$ cat src/rtl/gcd_client.sv
// gcd_client: initiator-side sequencer for a subtractive GCD core.
//
// Accepts an operand pair on a valid/ready request port, screens out zero
// operands, starts the core, waits for it to finish (or times out), and returns
// the result on a valid/ready response port.
//
// Ports:
//   clk        - clock, rising edge
//   reset      - synchronous active-low reset
//   req_valid  - request operand pair valid
//   req_ready  - block is idle and can accept a request
//   req_x/y    - request operands
//   gcd_x/y    - operands driven to the core
//   gcd_start  - one-cycle start pulse to the core
//   gcd_done   - core completion flag
//   gcd_result - core result
//   gcd_abort  - one-cycle pulse on timeout, ORed into the core reset
//   rsp_valid  - response valid
//   rsp_ready  - consumer accepts the response
//   rsp_gcd    - result (0 on error)
//   rsp_err    - zero operand or timeout
//   busy       - not idle
module gcd_client #(
  parameter int unsigned WIDTH   = 4,
  parameter int unsigned TIMEOUT = 255  // must be >= 2
) (
  input  logic             clk,
  input  logic             reset,
  input  logic             req_valid,
  output logic             req_ready,
  input  logic [WIDTH-1:0] req_x,
  input  logic [WIDTH-1:0] req_y,
  output logic [WIDTH-1:0] gcd_x,
  output logic [WIDTH-1:0] gcd_y,
  output logic             gcd_start,
  input  logic             gcd_done,
  input  logic [WIDTH-1:0] gcd_result,
  output logic             gcd_abort,
  output logic             rsp_valid,
  input  logic             rsp_ready,
  output logic [WIDTH-1:0] rsp_gcd,
  output logic             rsp_err,
  output logic             busy
);

  localparam int unsigned CntW = $clog2(TIMEOUT + 1);

  typedef enum logic [2:0] {
    StIdle,
    StIssue,
    StArm,
    StWait,
    StResp
  } state_e;

  state_e            state_q, state_d;
  logic [WIDTH-1:0]  x_q, x_d;
  logic [WIDTH-1:0]  y_q, y_d;
  logic [WIDTH-1:0]  rsp_gcd_q, rsp_gcd_d;
  logic              rsp_err_q, rsp_err_d;
  logic [CntW-1:0]   cnt_q, cnt_d;
  logic              start_q, start_d;
  logic              abort_q, abort_d;

  logic              timeout;
  logic [CntW-1:0]   cnt_inc;

  // Terminal count reached in this cycle; only acted on if the exit condition is absent.
  assign timeout = (cnt_q == CntW'(TIMEOUT - 1));
  // Saturating increment so the counter can never wrap back into range.
  assign cnt_inc = (cnt_q == CntW'(TIMEOUT)) ? cnt_q : cnt_q + CntW'(1);

  always_comb begin
    state_d   = state_q;
    x_d       = x_q;
    y_d       = y_q;
    rsp_gcd_d = rsp_gcd_q;
    rsp_err_d = rsp_err_q;
    cnt_d     = cnt_q;
    start_d   = 1'b0;
    abort_d   = 1'b0;

    unique case (state_q)
      StIdle: begin
        if (req_valid) begin
          x_d = req_x;
          y_d = req_y;
          if (req_x == '0 || req_y == '0) begin
            // Zero operand would never terminate the subtractive core.
            rsp_gcd_d = '0;
            rsp_err_d = 1'b1;
            state_d   = StResp;
          end else begin
            start_d = 1'b1;
            state_d = StIssue;
          end
        end
      end
      StIssue: begin
        cnt_d   = '0;
        state_d = StArm;
      end
      StArm: begin
        cnt_d = cnt_inc;
        // DONE may still be high from the previous operation; wait for it to clear.
        if (!gcd_done) begin
          state_d = StWait;
        end else if (timeout) begin
          abort_d   = 1'b1;
          rsp_gcd_d = '0;
          rsp_err_d = 1'b1;
          state_d   = StResp;
        end
      end
      StWait: begin
        cnt_d = cnt_inc;
        if (gcd_done) begin
          rsp_gcd_d = gcd_result;
          rsp_err_d = 1'b0;
          state_d   = StResp;
        end else if (timeout) begin
          abort_d   = 1'b1;
          rsp_gcd_d = '0;
          rsp_err_d = 1'b1;
          state_d   = StResp;
        end
      end
      StResp: begin
        if (rsp_ready) state_d = StIdle;
      end
      default: state_d = StIdle;
    endcase
  end

  always_ff @(posedge clk) begin
    if (!reset) begin
      state_q   <= StIdle;
      x_q       <= '0;
      y_q       <= '0;
      rsp_gcd_q <= '0;
      rsp_err_q <= 1'b0;
      cnt_q     <= '0;
      start_q   <= 1'b0;
      abort_q   <= 1'b0;
    end else begin
      state_q   <= state_d;
      x_q       <= x_d;
      y_q       <= y_d;
      rsp_gcd_q <= rsp_gcd_d;
      rsp_err_q <= rsp_err_d;
      cnt_q     <= cnt_d;
      start_q   <= start_d;
      abort_q   <= abort_d;
    end
  end

  assign req_ready = (state_q == StIdle);
  assign busy      = (state_q != StIdle);
  assign rsp_valid = (state_q == StResp);
  assign rsp_gcd   = rsp_gcd_q;
  assign rsp_err   = rsp_err_q;
  assign gcd_x     = x_q;
  assign gcd_y     = y_q;
  assign gcd_start = start_q;
  assign gcd_abort = abort_q;

endmodule

$ cat config.mk
export PLATFORM = sky130hd
export DESIGN_NAME = gcd_client
export DESIGN_NICKNAME = d
export VERILOG_FILES = /design/src/rtl/gcd_client.sv
export SDC_FILE = /design/constraint.sdc
export NUM_CORES = 1
export LEC_CHECK = 0
export CAP_MARGIN = 20
export CORE_MARGIN = 3
export CORE_UTILIZATION = 25
export DETAILED_ROUTE_END_ITERATION = 12
export PLACE_DENSITY = 0.51
export RECOVER_POWER = 25
export SYNTH_ARGS = -nofsm -noshare
export SYNTH_HDL_FRONTEND = slang
export SYNTH_SLANG_ARGS = --single-unit
$ cat constraint.sdc
create_clock -name clk -period 3.1 [get_ports clk]
set_input_delay 0.31 -clock clk [delete_from_list [all_inputs] [get_ports clk]]
set_output_delay 0.31 -clock clk [all_outputs]
set_load 0.005 [all_outputs]
======== Word-level counts from Yosys, hierarchy flattened ========
Index checks and enable logic that the tools add are counted.
storage, ports and cells
  bits in registers ....................... 26
  latch bits .............................. 0
  bits in writable memories ............... 0
  ROM bits ................................ 0
  bits of input ports ..................... 17
  output and inout port bits .............. 18
  word-level logic and storage cells ...... 59
  memories ................................ 0
cells by class
  add/sub/neg operators ................... 1
  multipliers ............................. 0
  div/mod/pow operators ................... 0
  magnitude comparators ................... 0
  equal/unequal tests ..................... 11
  shift-type cells ........................ 0
  muxes and demuxes ....................... 26
  bitwise gates (word level) .............. 0
  reduce and logical (&&, ||, !) cells .... 13
operator list
  kind                 number
  $mux 4               5
  $mux 3               6
  $eq 8x8->1 const B   2
  $pmux 8 s2           1
  $pmux 3 s5           1
  $pmux 4 s3           1
  $mux 1               9
  $add 8x1->8 const B  1
  $logic_not 4->1      2
  $mux 8               1
  $eq 3x2->1 const B   2
  $ne 2x2->1 const B   3
  $reduce_and 2->1     3
  $reduce_bool 3->1    2
  $ne 2x1->1 const B   2
  $reduce_and 4->1     1
  $eq 3x1->1 const B   1
  $eq 3x3->1 const B   1
  $logic_not 3->1      1
  $pmux 1 s3           1
  $reduce_and 3->1     1
  $pmux 1 s2           1
  $reduce_bool 2->1    1
  $reduce_or 2->1      1
  $logic_or 1x1->1     1

======== Logic depth before layout (Yosys ltp) ========
Gate-level depths: netlist of the first run.
  depth after elaboration ................. 5
  gate-level depth with buffers ........... 6
  depth with buffers taken out ............ 5

======== Worst setup path after synthesis of the first run ========
Ideal clock, no wire load.
  path type ............................... register -> register
  start point ............................. register cnt_q[0]
  end point ............................... register cnt_q[6]
  setup time .............................. 0.115 ns
  data arrival time ....................... 1.521 ns
  required time ........................... 2.985 ns
  path slack .............................. 1.464 ns
  cell stages (with the launch flop) ...... 7
  path buffers ............................ 1
  period minus slack after synthesis ...... 1.636 ns
  path through ............................ dfxtp_1 ha_1 and2_1 a31o_1 buf_2 o31a_1 o21a_1
between the ends
  word-level cells in the longest chain between the ends .. 3
  elaborated cells on any way between the ends .. 6
  classes of those cells .................. add/sub: 1; eq/ne: 2; mux: 2; reduce/logical: 1
ends and longest elaborated chain
  what                                                   line  source
  start: declaration                                     61    logic [CntW-1:0] cnt_q, cnt_d;
  start signal: assignment                               151   cnt_q <= cnt_d;
  $add 8x1->8 / $eq 8x8->1 (equally long branches)       71    assign cnt_inc = (cnt_q == CntW'(TIMEOUT)) ? cnt_q : cnt_q + CntW'(1);
  $mux 8 / $ne 2x2->1 (equally long branches)            n/a
  $pmux 8 s2 / $reduce_and 2->1 (equally long branches)  n/a
Several ways; a longest one is shown, not always the timed one. The select of a mux whose other input is x is not followed.
A chain may end at the register's enable or synchronous reset.

======== Worst setup path in the final report of the first run ========
  start point ............................. register state_q[0]
  end point ............................... output port req_ready
between the ends
  word-level cells in the longest chain between the ends .. 1
ends and longest elaborated chain
  what                      line  source
  start: declaration        56    state_e state_q, state_d;
  start signal: assignment  137   state_q <= StIdle;
  start signal: assignment  146   state_q <= state_d;
  $logic_not 3->1           157   assign req_ready = (state_q == StIdle);
  end: declaration          30    output logic req_ready,
No other way between the ends.

==> impl_metrics.toml, run 1 <==
[worst_setup_path]
crit_chain = "nor3_1, clkdlybuf4s50_1"
timing_worst_setup_path_type = "reg -> out"
crit_path_max_fanout = 12
crit_arrival_ns = 1.80
start_kind = "register"
slowest_delay_ns = 0.60
worstPathRequired_ns = 2.79
cp-end-kind = "primary output"
critPathTopFamily = "buffers and inverters"
slowest_stage = "clkdlybuf4s50_1"
cp.buffers_inverters = 1

[power]
peakVddDrop_mv = 0.276
static-leakage-power_nw = 0.624
power.density_nw_per_um2 = 427

[cts]
clk_path_buf_depth = 2
cts-root-buf = "clkbuf_8"
clock_sinks = 26
cts_tree = "done"
path_clk_slew_ns = 0.09
numCtsBuffers = 3
clk_latency_ns = 0.27
post_cts_resized = 0
cts_setup_buffers = 0
cts_hold_buf = 0
htree_levels = 1

[synthesis]
synthesis.nets = 179
syn_avg_cell_area_sq_um = 8.11
netlist_instances = 160
synth_cell_types = 41
syn_area_sq_um = 1300
yosys_warnings = 0
synth.yosys.seq_area_share = 0.401
synth-seq-cells = 26

[routing]
drtPass1Iterations = 4
drtIter0Drc = 50
wl_per_cell_um = 12.0
dr_total_vias = 1249
ant_nets = 0
routed_wl_mm = 3.09
via_per_inst = 4.86
drc_errors = 0

[placed_design]
place.gp.congestion = 0.771
io_buffers = 34
hpwlAfterDp_mm = 2.29

[global_routing]
grt.overflow.total = 0
grt_use_total = 0.106
grt_max_degree = 15
grt_pass1_vias = 1185
antenna_found_initial = 0
grt_pass1_wl_mm = 5.27

[die]
io_pins = 35
initial_core_util = 0.266
fp.coreArea_sq_um = 4880
rows = 25
die_area_sq_um = 6090
fp.dieH_um = 78.0
die_w_um = 78.0

[timing]
hold_viol = 0
setup_tns_ns = 0
setup_viol = 0
fmax_ghz = 0.473
finalClockSkew_ns = 0.00236
period_share = 0.681
period_needed_ns = 2.11
rsz0062_at_grt = "no"
hold_ws_ns = 0.464
slew_viol_final = 0
tightest_slew_ns = 0.701
maxSlewHeadroom = 0.533

[cells_and_area]
layout-drive-gt1-share = 0.0263
insertedDiodeCount = 0
fin_nets = 210
final_util = 0.353
area_growth_pct = 32.8

[job]
cap_violations = 0

[min_path]
hold_path.class = "reg -> reg"

[status]
outcome = "finished, final reports clean"
[path summary, 6_finish.rpt]
kind / startpoint / end / slack, ns / depth (start not counted)
hold / removal: gcd_y[1]$_SDFFE_PN0P_ / gcd_y[1]$_SDFFE_PN0P_ / 0.46 / 2
setup / recovery: state_q[0]$_SDFFE_PN0P_ / req_ready / 0.99 / 2
setup reg to reg: cnt_q[0]$_SDFFE_PN0P_ / cnt_q[7]$_SDFFE_PN0P_ / 1.22 / 5
hold reg to reg: gcd_y[1]$_SDFFE_PN0P_ / gcd_y[1]$_SDFFE_PN0P_ / 0.46 / 2
[layer usage]
layer | part of all wire | global-route usage | up-vias
li1 | - | - | 638
met3 | 0.074 | 0.0378 | 5
met5 | 0 | 0 | -
met4 | 0.0094 | 0.0332 | 0
met1 | 0.47 | 0.130 | 569
met2 | 0.45 | 0.171 | 37
[placed cells by master (no fill, tap or decap), types with 4 or more instances in the layout]
master and instances:
dlygate4sd3_1 7, dfxtp_1 26, nor2_1 9, a21boi_0 8, clkbuf_8 4, a31oi_1 8
and3_1 4, nand2_1 27, nand3_1 7, and2_1 4, o21ai_0 8, a21oi_1 6
inv_1 4, clkdlybuf4s50_1 27
[power breakdown]
| part | switching [W] | internal, W | leakage (nW) |
|---|---|---|---|
| registers | 0.0000151 | 0.000350 | 0.211 |
| logic | 0.0000729 | 0.0000760 | 0.384 |
| clock network | 0.000108 | 0.000114 | 0.0288 |
| total | 0.000196 | 0.000540 | 0.624 |
[Yosys cell counts]
cell | count | area share
nand2_1 | 27 | 0.078
dfxtp_1 | 26 | 0.40
nor2_1 | 9 | 0.026
a21boi_0 | 8 | 0.046
a31oi_1 | 8 | 0.039
o21ai_0 | 8 | 0.031
nand3_1 | 7 | 0.027
a21oi_1 | 6 | 0.023
buf_2 | 6 | 0.023
and2_1 | 4 | 0.019
and3_1 | 4 | 0.019
inv_1 | 4 | 0.012
nand2b_1 | 3 | 0.014
nor2b_1 | 3 | 0.014
nor4_1 | 3 | 0.014
and3b_1 | 2 | 0.014
buf_6 | 2 | 0.017
clkbuf_1 | 2 | 0.0058
ha_1 | 2 | 0.019
nand4_1 | 2 | 0.0096
nor3_1 | 2 | 0.0077
or3_1 | 2 | 0.0096
or4_1 | 2 | 0.012
a211o_1 | 1 | 0.0068
a21boi_1 | 1 | 0.0058
a221oi_1 | 1 | 0.0068
a311oi_1 | 1 | 0.0068
a31o_1 | 1 | 0.0068
a32o_1 | 1 | 0.0077
a41oi_1 | 1 | 0.0068
and4_1 | 1 | 0.0068
nor3_2 | 1 | 0.0077
nor3b_1 | 1 | 0.0058
o211ai_1 | 1 | 0.0058
o21a_1 | 1 | 0.0058
o21bai_1 | 1 | 0.0058
o311ai_1 | 1 | 0.0068
o31a_1 | 1 | 0.0068
o31ai_1 | 1 | 0.0058
o32ai_1 | 1 | 0.0068
xnor2_1 | 1 | 0.0068
[flip-flops by register name (all words and copies together), names as in the netlist]
register / count
gcd_x: 4
gcd_abort: 1
gcd_start: 1
state_q: 3
gcd_y: 4
rsp_err: 1
rsp_gcd: 4
cnt_q: 8
[area by class of cell]
type	count	area, sq um
sequential	26	520
timing repair buffer	36	352
multi-input combinational	120	697
inverter	4	15.0
clock buffer	4	55.1
fill	544	3160
tap	67	83.8
[logic make-up (layout without fill, tap and decap cells)]
logic type,count (synthesis),in the layout,synth area share
XOR/XNOR,1,1,0.00675
buffers and inverters,14,44,0.0579
AO/OA/AOI/OAI,44,44,0.230
flip-flops,26,26,0.401
AND/OR/NAND/NOR,73,73,0.285
adder cells (fa/ha/maj),2,2,0.0193
[through the flow]
stage	cell area [sq um]	std cells	total power, W	setup slack (ns)
finish	1720	257	0.000735	0.988
CTS	1730	257	0.000751	1.11
detailed placement	1680	253	0.000526	0.949
floorplan	1300	160	0.000450	1.46
global route	1720	257	0.000776	0.831
global placement	1680	253	0.000529	0.962
[worst min-delay path: cells and delay by family (launching register included)]
family,cells,cell delay (ns)
compound gates,1,0.06
flops,1,0.32
simple gates,1,0.05
No activity file was read; power rests on OpenSTA's default activity.
==> run 2: changes to the inputs <==
--- a/config.mk
+++ b/config.mk
@@ -9,7 +9,7 @@
 export CORE_MARGIN = 3
 export CORE_UTILIZATION = 25
 export DETAILED_ROUTE_END_ITERATION = 12
-export PLACE_DENSITY = 0.51
+export PLACE_DENSITY = 0.53
 export RECOVER_POWER = 25
 export SYNTH_ARGS = -nofsm -noshare
 export SYNTH_HDL_FRONTEND = slang
==> constraint.sdc (replaced) <==
create_clock -name clk -period 1.87 [get_ports clk]
set_input_delay 0.187 -clock clk [delete_from_list [all_inputs] [get_ports clk]]
set_output_delay 0.187 -clock clk [all_outputs]
set_load 0.005 [all_outputs]
==> impl_metrics.toml, run 2 (synthesized netlist as in run 1, its figures left out) <==
[timing]
rsz0062_at_grt = "no"
hold_viol = 0
fmax_ghz = 0.575
setup_tns_ns = 0
finalClockSkew_ns = 0.00363
period_share = 0.931
tightest_slew_ns = 0.471
maxSlewHeadroom = 0.681
setup_viol = 0
period_needed_ns = 1.74
slew_viol_final = 0

[global_routing]
grt_pass1_wl_mm = 5.40
grt_max_degree = 16
use_met2 = 0.163
grt_use_total = 0.109
busiest_layer = "met2"
grt_pass1_vias = 1161
grt_use_met1 = 0.147
antenna_found_initial = 0
grt.overflow.total = 0
use_met3 = 0.0424

[routing]
drtPass1Iterations = 4
drtIter0Drc = 92
wl_per_cell_um = 11.9
drc_errors = 0
via_per_inst = 4.69
dr_total_vias = 1248
ant_nets = 0
routed_wl_mm = 3.16

[power]
peakVddDrop_mv = 0.407
internal_power_w = 0.00101
p_seq_frac = 0.447
clockPowerShare = 0.348
power_frac_comb = 0.205
static-leakage-power_nw = 0.695
power.density_nw_per_um2 = 740
p_switching_w = 0.000335
fin_total_pwr_w = 0.00135
p_sw_frac = 0.249

[die]
die_w_um = 78.0
io_pins = 35
rows = 25
die_area_sq_um = 6090
fp.dieH_um = 78.0
initial_core_util = 0.266
fp.coreArea_sq_um = 4880

[cells_and_area]
top_register = "cnt_q"
insertedDiodeCount = 0
area_growth_pct = 40.5
largest_reg_flops = 8
layout_common_cells = "27 x nand2_1, 25 x dfxtp_1, 24 x clkdlybuf4s50_1"
fin_nets = 219
final_common_cell = "nand2_1"
stdcell_area_sq_um = 1820
fin_cells = 266
fill_cells = 522
final_util = 0.374
layout-drive-gt1-share = 0.0854

[worst_setup_path]
cp-end-kind = "register"
slowest_delay_ns = 0.51
start_kind = "register"
reg2reg_depth = 5
crit_arrival_ns = 1.95
crit_path_max_fanout = 8
timing_worst_setup_path_type = "reg -> reg"
slowest_stage = "or4_1"
critPathTopFamily = "simple AND/OR/NAND/NOR gates"
path_depth = 5
cp.buffers_inverters = 0
worstPathRequired_ns = 2.08
crit_chain = "ha_1, and2_1, a31o_1, or4_1, a21oi_1"

[placed_design]
place.gp.congestion = 0.803
hpwlAfterDp_mm = 2.40
dp.cells = 262
io_buffers = 34
placed_area_sq_um = 1740

[job]
cap_violations = 0

[cts]
clock_sinks = 26
clk_path_buf_depth = 2
clk_latency_ns = 0.27
numCtsBuffers = 3
htree_levels = 1
path_clk_slew_ns = 0.09
cts-root-buf = "clkbuf_8"
cts_tree = "done"
cts_hold_buf = 0

[status]
outcome = "finished, final reports clean"

[min_path]
whs_path_depth = 2
hold_path.class = "reg -> reg"
-- run 2: final timing paths --
kind                         start                     to  slack, ns
max          cnt_q[0]$_SDFFE_PN0P_  cnt_q[7]$_SDFFE_PN0P_       0.13
min          gcd_x[0]$_SDFFE_PN0P_  gcd_x[0]$_SDFFE_PN0P_       0.47
max reg2reg  cnt_q[0]$_SDFFE_PN0P_  cnt_q[7]$_SDFFE_PN0P_       0.13
min reg2reg  gcd_x[0]$_SDFFE_PN0P_  gcd_x[0]$_SDFFE_PN0P_       0.47
-- run 2: worst register-to-register path: cells and delay by family, from the launching register on --
kind,cells,cell delay [ns]
fa+ha+maj,1,0.23
simple gates,2,0.69
compound gates,2,0.43
flops,1,0.32
-- run 2: layer usage --
| layer | up-vias | part of all wire | wire, um |
|---|---|---|---|
| li1 | 658 | - | - |
| met1 | 552 | 0.48 | 1530 |
| met2 | 36 | 0.43 | 1350 |
| met3 | 2 | 0.080 | 254 |
| met4 | 0 | 0.0073 | 23 |
| met5 | - | 0 | 0 |
-- run 2: power by group through the flow --
stage                     logic (W)  clock network, W  registers [W]
after floorplan            0.000137                 0       0.000609
after global placement     0.000283                 0       0.000614
after detailed placement   0.000278                 0       0.000615
after CTS                  0.000280          0.000485       0.000603
after global routing       0.000307          0.000508       0.000610
final                      0.000276          0.000469       0.000604
-- run 2: layout make-up --
type	count	area, sq um	share of cell area
sequential	26	522	0.286
timing repair buffer	45	423	0.232
tap	67	83.8	0.0460
inverter	4	15.0	0.00824
multi-input combinational	120	708	0.388
clock inverter	1	30.0	0.0165
clock buffer	3	41.3	0.0226
-- run 2: timing repair --
action	in CTS	in global routing
setup buffers	0	0
hold endpoints to repair	0	0
gates resized for setup	0	2
setup endpoints to repair	0	3
-- run 2: through the flow --
stage	hold slack, ns	worst slack [ns]
detailed placement	0.456	0.110
global placement	0.449	0.127
floorplan	0.305	0.234
global route	0.484	0.0138
finish	0.468	0.129
CTS	0.469	0.0606
==> run 3: changes to the inputs <==
--- a/config.mk
+++ b/config.mk
@@ -5,9 +5,10 @@
 export SDC_FILE = /design/constraint.sdc
 export NUM_CORES = 1
 export LEC_CHECK = 0
-export CAP_MARGIN = 20
+export CAP_MARGIN = 40
 export CORE_MARGIN = 3
 export CORE_UTILIZATION = 25
+export CTS_BUF_LIST = sky130_fd_sc_hd__clkbuf_4
 export DETAILED_ROUTE_END_ITERATION = 12
 export PLACE_DENSITY = 0.53
 export RECOVER_POWER = 25
==> impl_metrics.toml, run 3 (synthesized netlist as in run 1, its figures left out) <==
[worst_setup_path]
start_kind = "register"
worstPathRequired_ns = 2.14
slowest_stage = "or4_1"
cp-end-kind = "register"
r2r_start = "cnt_q[0]$_SDFFE_PN0P_"
cp-startpoint = "cnt_q[0]$_SDFFE_PN0P_"
path_depth = 5
slowest_delay_ns = 0.51
critPathTopFamily = "simple AND/OR/NAND/NOR gates"
reg2reg_depth = 5
cp.buffers_inverters = 0
crit_path_max_fanout = 8
crit_chain = "ha_1, and2_1, a31o_1, or4_1, a21oi_1"
timing_worst_setup_path_type = "reg -> reg"
crit_arrival_ns = 2.02

[timing]
maxSlewHeadroom = 0.687
hold_viol = 0
tightest_slew_ns = 0.462
setup_viol = 0
finalClockSkew_ns = 0.00484
period_share = 0.938
rsz0062_at_grt = "no"
fmax_ghz = 0.570
hold_ws_ns = 0.429
period_needed_ns = 1.75
slew_viol_final = 0

[routing]
routed_wl_mm = 3.14
drc_errors = 0
via_per_inst = 4.66
drtIter0Drc = 77
drtPass1Iterations = 4
ant_nets = 0
wl_per_cell_um = 11.8
dr_total_vias = 1239

[global_routing]
busiest_layer = "met2"
use_met2 = 0.157
grt_pass1_vias = 1156
grt_pass1_wl_mm = 5.34
grt.overflow.total = 0
grt_max_degree = 16
antenna_found_initial = 0
use_met3 = 0.0424
grt_use_met1 = 0.148
grt_use_total = 0.106

[cells_and_area]
area_growth_pct = 39.3
stdcell_area_sq_um = 1810
insertedDiodeCount = 0
seq_area_sq_um = 524
final_common_cell = "clkdlybuf4s50_1"
layout-drive-gt1-share = 0.0955
top_register = "cnt_q"
multi_input_area_sq_um = 713
largest_reg_flops = 8
fin_nets = 219
layout_common_cells = "33 x clkdlybuf4s50_1, 27 x nand2_1, 23 x dfxtp_1"
fill_cells = 524

[cts]
numCtsBuffers = 3
cts-root-buf = "clkbuf_4"
clock_sinks = 26
clk_latency_ns = 0.33
cts_tree = "done"
htree_levels = 1
clk_path_buf_depth = 2
cts_setup_buffers = 0
path_clk_slew_ns = 0.15

[die]
fp.dieH_um = 78.0
fp.coreArea_sq_um = 4880
die_area_sq_um = 6090
initial_core_util = 0.266
io_pins = 35
rows = 25
die_w_um = 78.0

[job]
cap_violations = 0

[placed_design]
placed_area_sq_um = 1740
hpwlAfterDp_mm = 2.40
place.gp.congestion = 0.803
io_buffers = 34

[power]
static-leakage-power_nw = 0.659
fin_total_pwr_w = 0.00128
power.density_nw_per_um2 = 706
peakVddDrop_mv = 0.310

[min_path]
hold_path.class = "in -> reg"
whs_path_depth = 3
hold_path_startpoint = "req_x[2]"

[status]
outcome = "finished, final reports clean"
run 3: changes by cell type in the layout (fill, tap and decap cells not counted), moves of 2 or more:
cell	before	now
clkbuf_8	3	0
clkbuf_4	0	3
dfxtp_2	1	3
clkdlybuf4s50_1	24	33
dlygate4sd3_1	10	1
dfxtp_1	25	23
run 3: metal layers:
layer	share of wire	wire length [um]
met3	0.073	228
met4	0.0045	14
met1	0.50	1560
met5	0	0
met2	0.42	1330
run 3: area by class of cell:
| type | count | share of cell area |
|---|---|---|
| flip-flops and latches | 26 | 0.290 |
| repair buffers | 45 | 0.232 |
| clock inverters | 1 | 0.0166 |
| clock buffers | 3 | 0.0125 |
| multi-input cells | 120 | 0.394 |
| well taps | 67 | 0.0464 |
| inverters | 4 | 0.00830 |
run 3: what timing repair did:
item / CTS / global route
endpoints found under the hold margin: 0 / 0
resized for setup: 0 / 5
setup endpoints to repair: 1 / 3
hold buffers: 0 / 0
pin swaps: 0 / 1
run 3: stage by stage:
step	setup slack, ns	utilization	instances	setup TNS [ns]
finish	0.116	0.371	266	0
detailed placement	0.110	0.357	262	0
CTS	-0.0133	0.368	266	-0.0133
global route	0.00196	0.371	266	0
floorplan	0.234	-	160	0
global placement	0.127	0.357	262	0
run 3: where the power goes:
group | switching [W] | internal (W) | leakage, nW | total [W]
sequential | 0.0000243 | 0.000582 | 0.213 | 0.000607
combinational | 0.000129 | 0.000149 | 0.418 | 0.000278
clock | 0.000175 | 0.000217 | 0.0279 | 0.000392
total | 0.000328 | 0.000948 | 0.659 | 0.00128
run 3: final timing paths:
| check | endpoint | slack [ns] |
|---|---|---|
| min | gcd_x[2]$_SDFFE_PN0P_ | 0.43 |
| max | cnt_q[7]$_SDFFE_PN0P_ | 0.12 |
| max reg2reg | cnt_q[7]$_SDFFE_PN0P_ | 0.12 |
| min reg2reg | gcd_x[0]$_SDFFE_PN0P_ | 0.47 |
run 3: worst reg2reg max path, cell delays in order (launching register included):
cell and delay (ns):
dfxtp_1 0.34, ha_1 0.23, and2_1 0.18, a31o_1 0.29, or4_1 0.51, a21oi_1 0.14
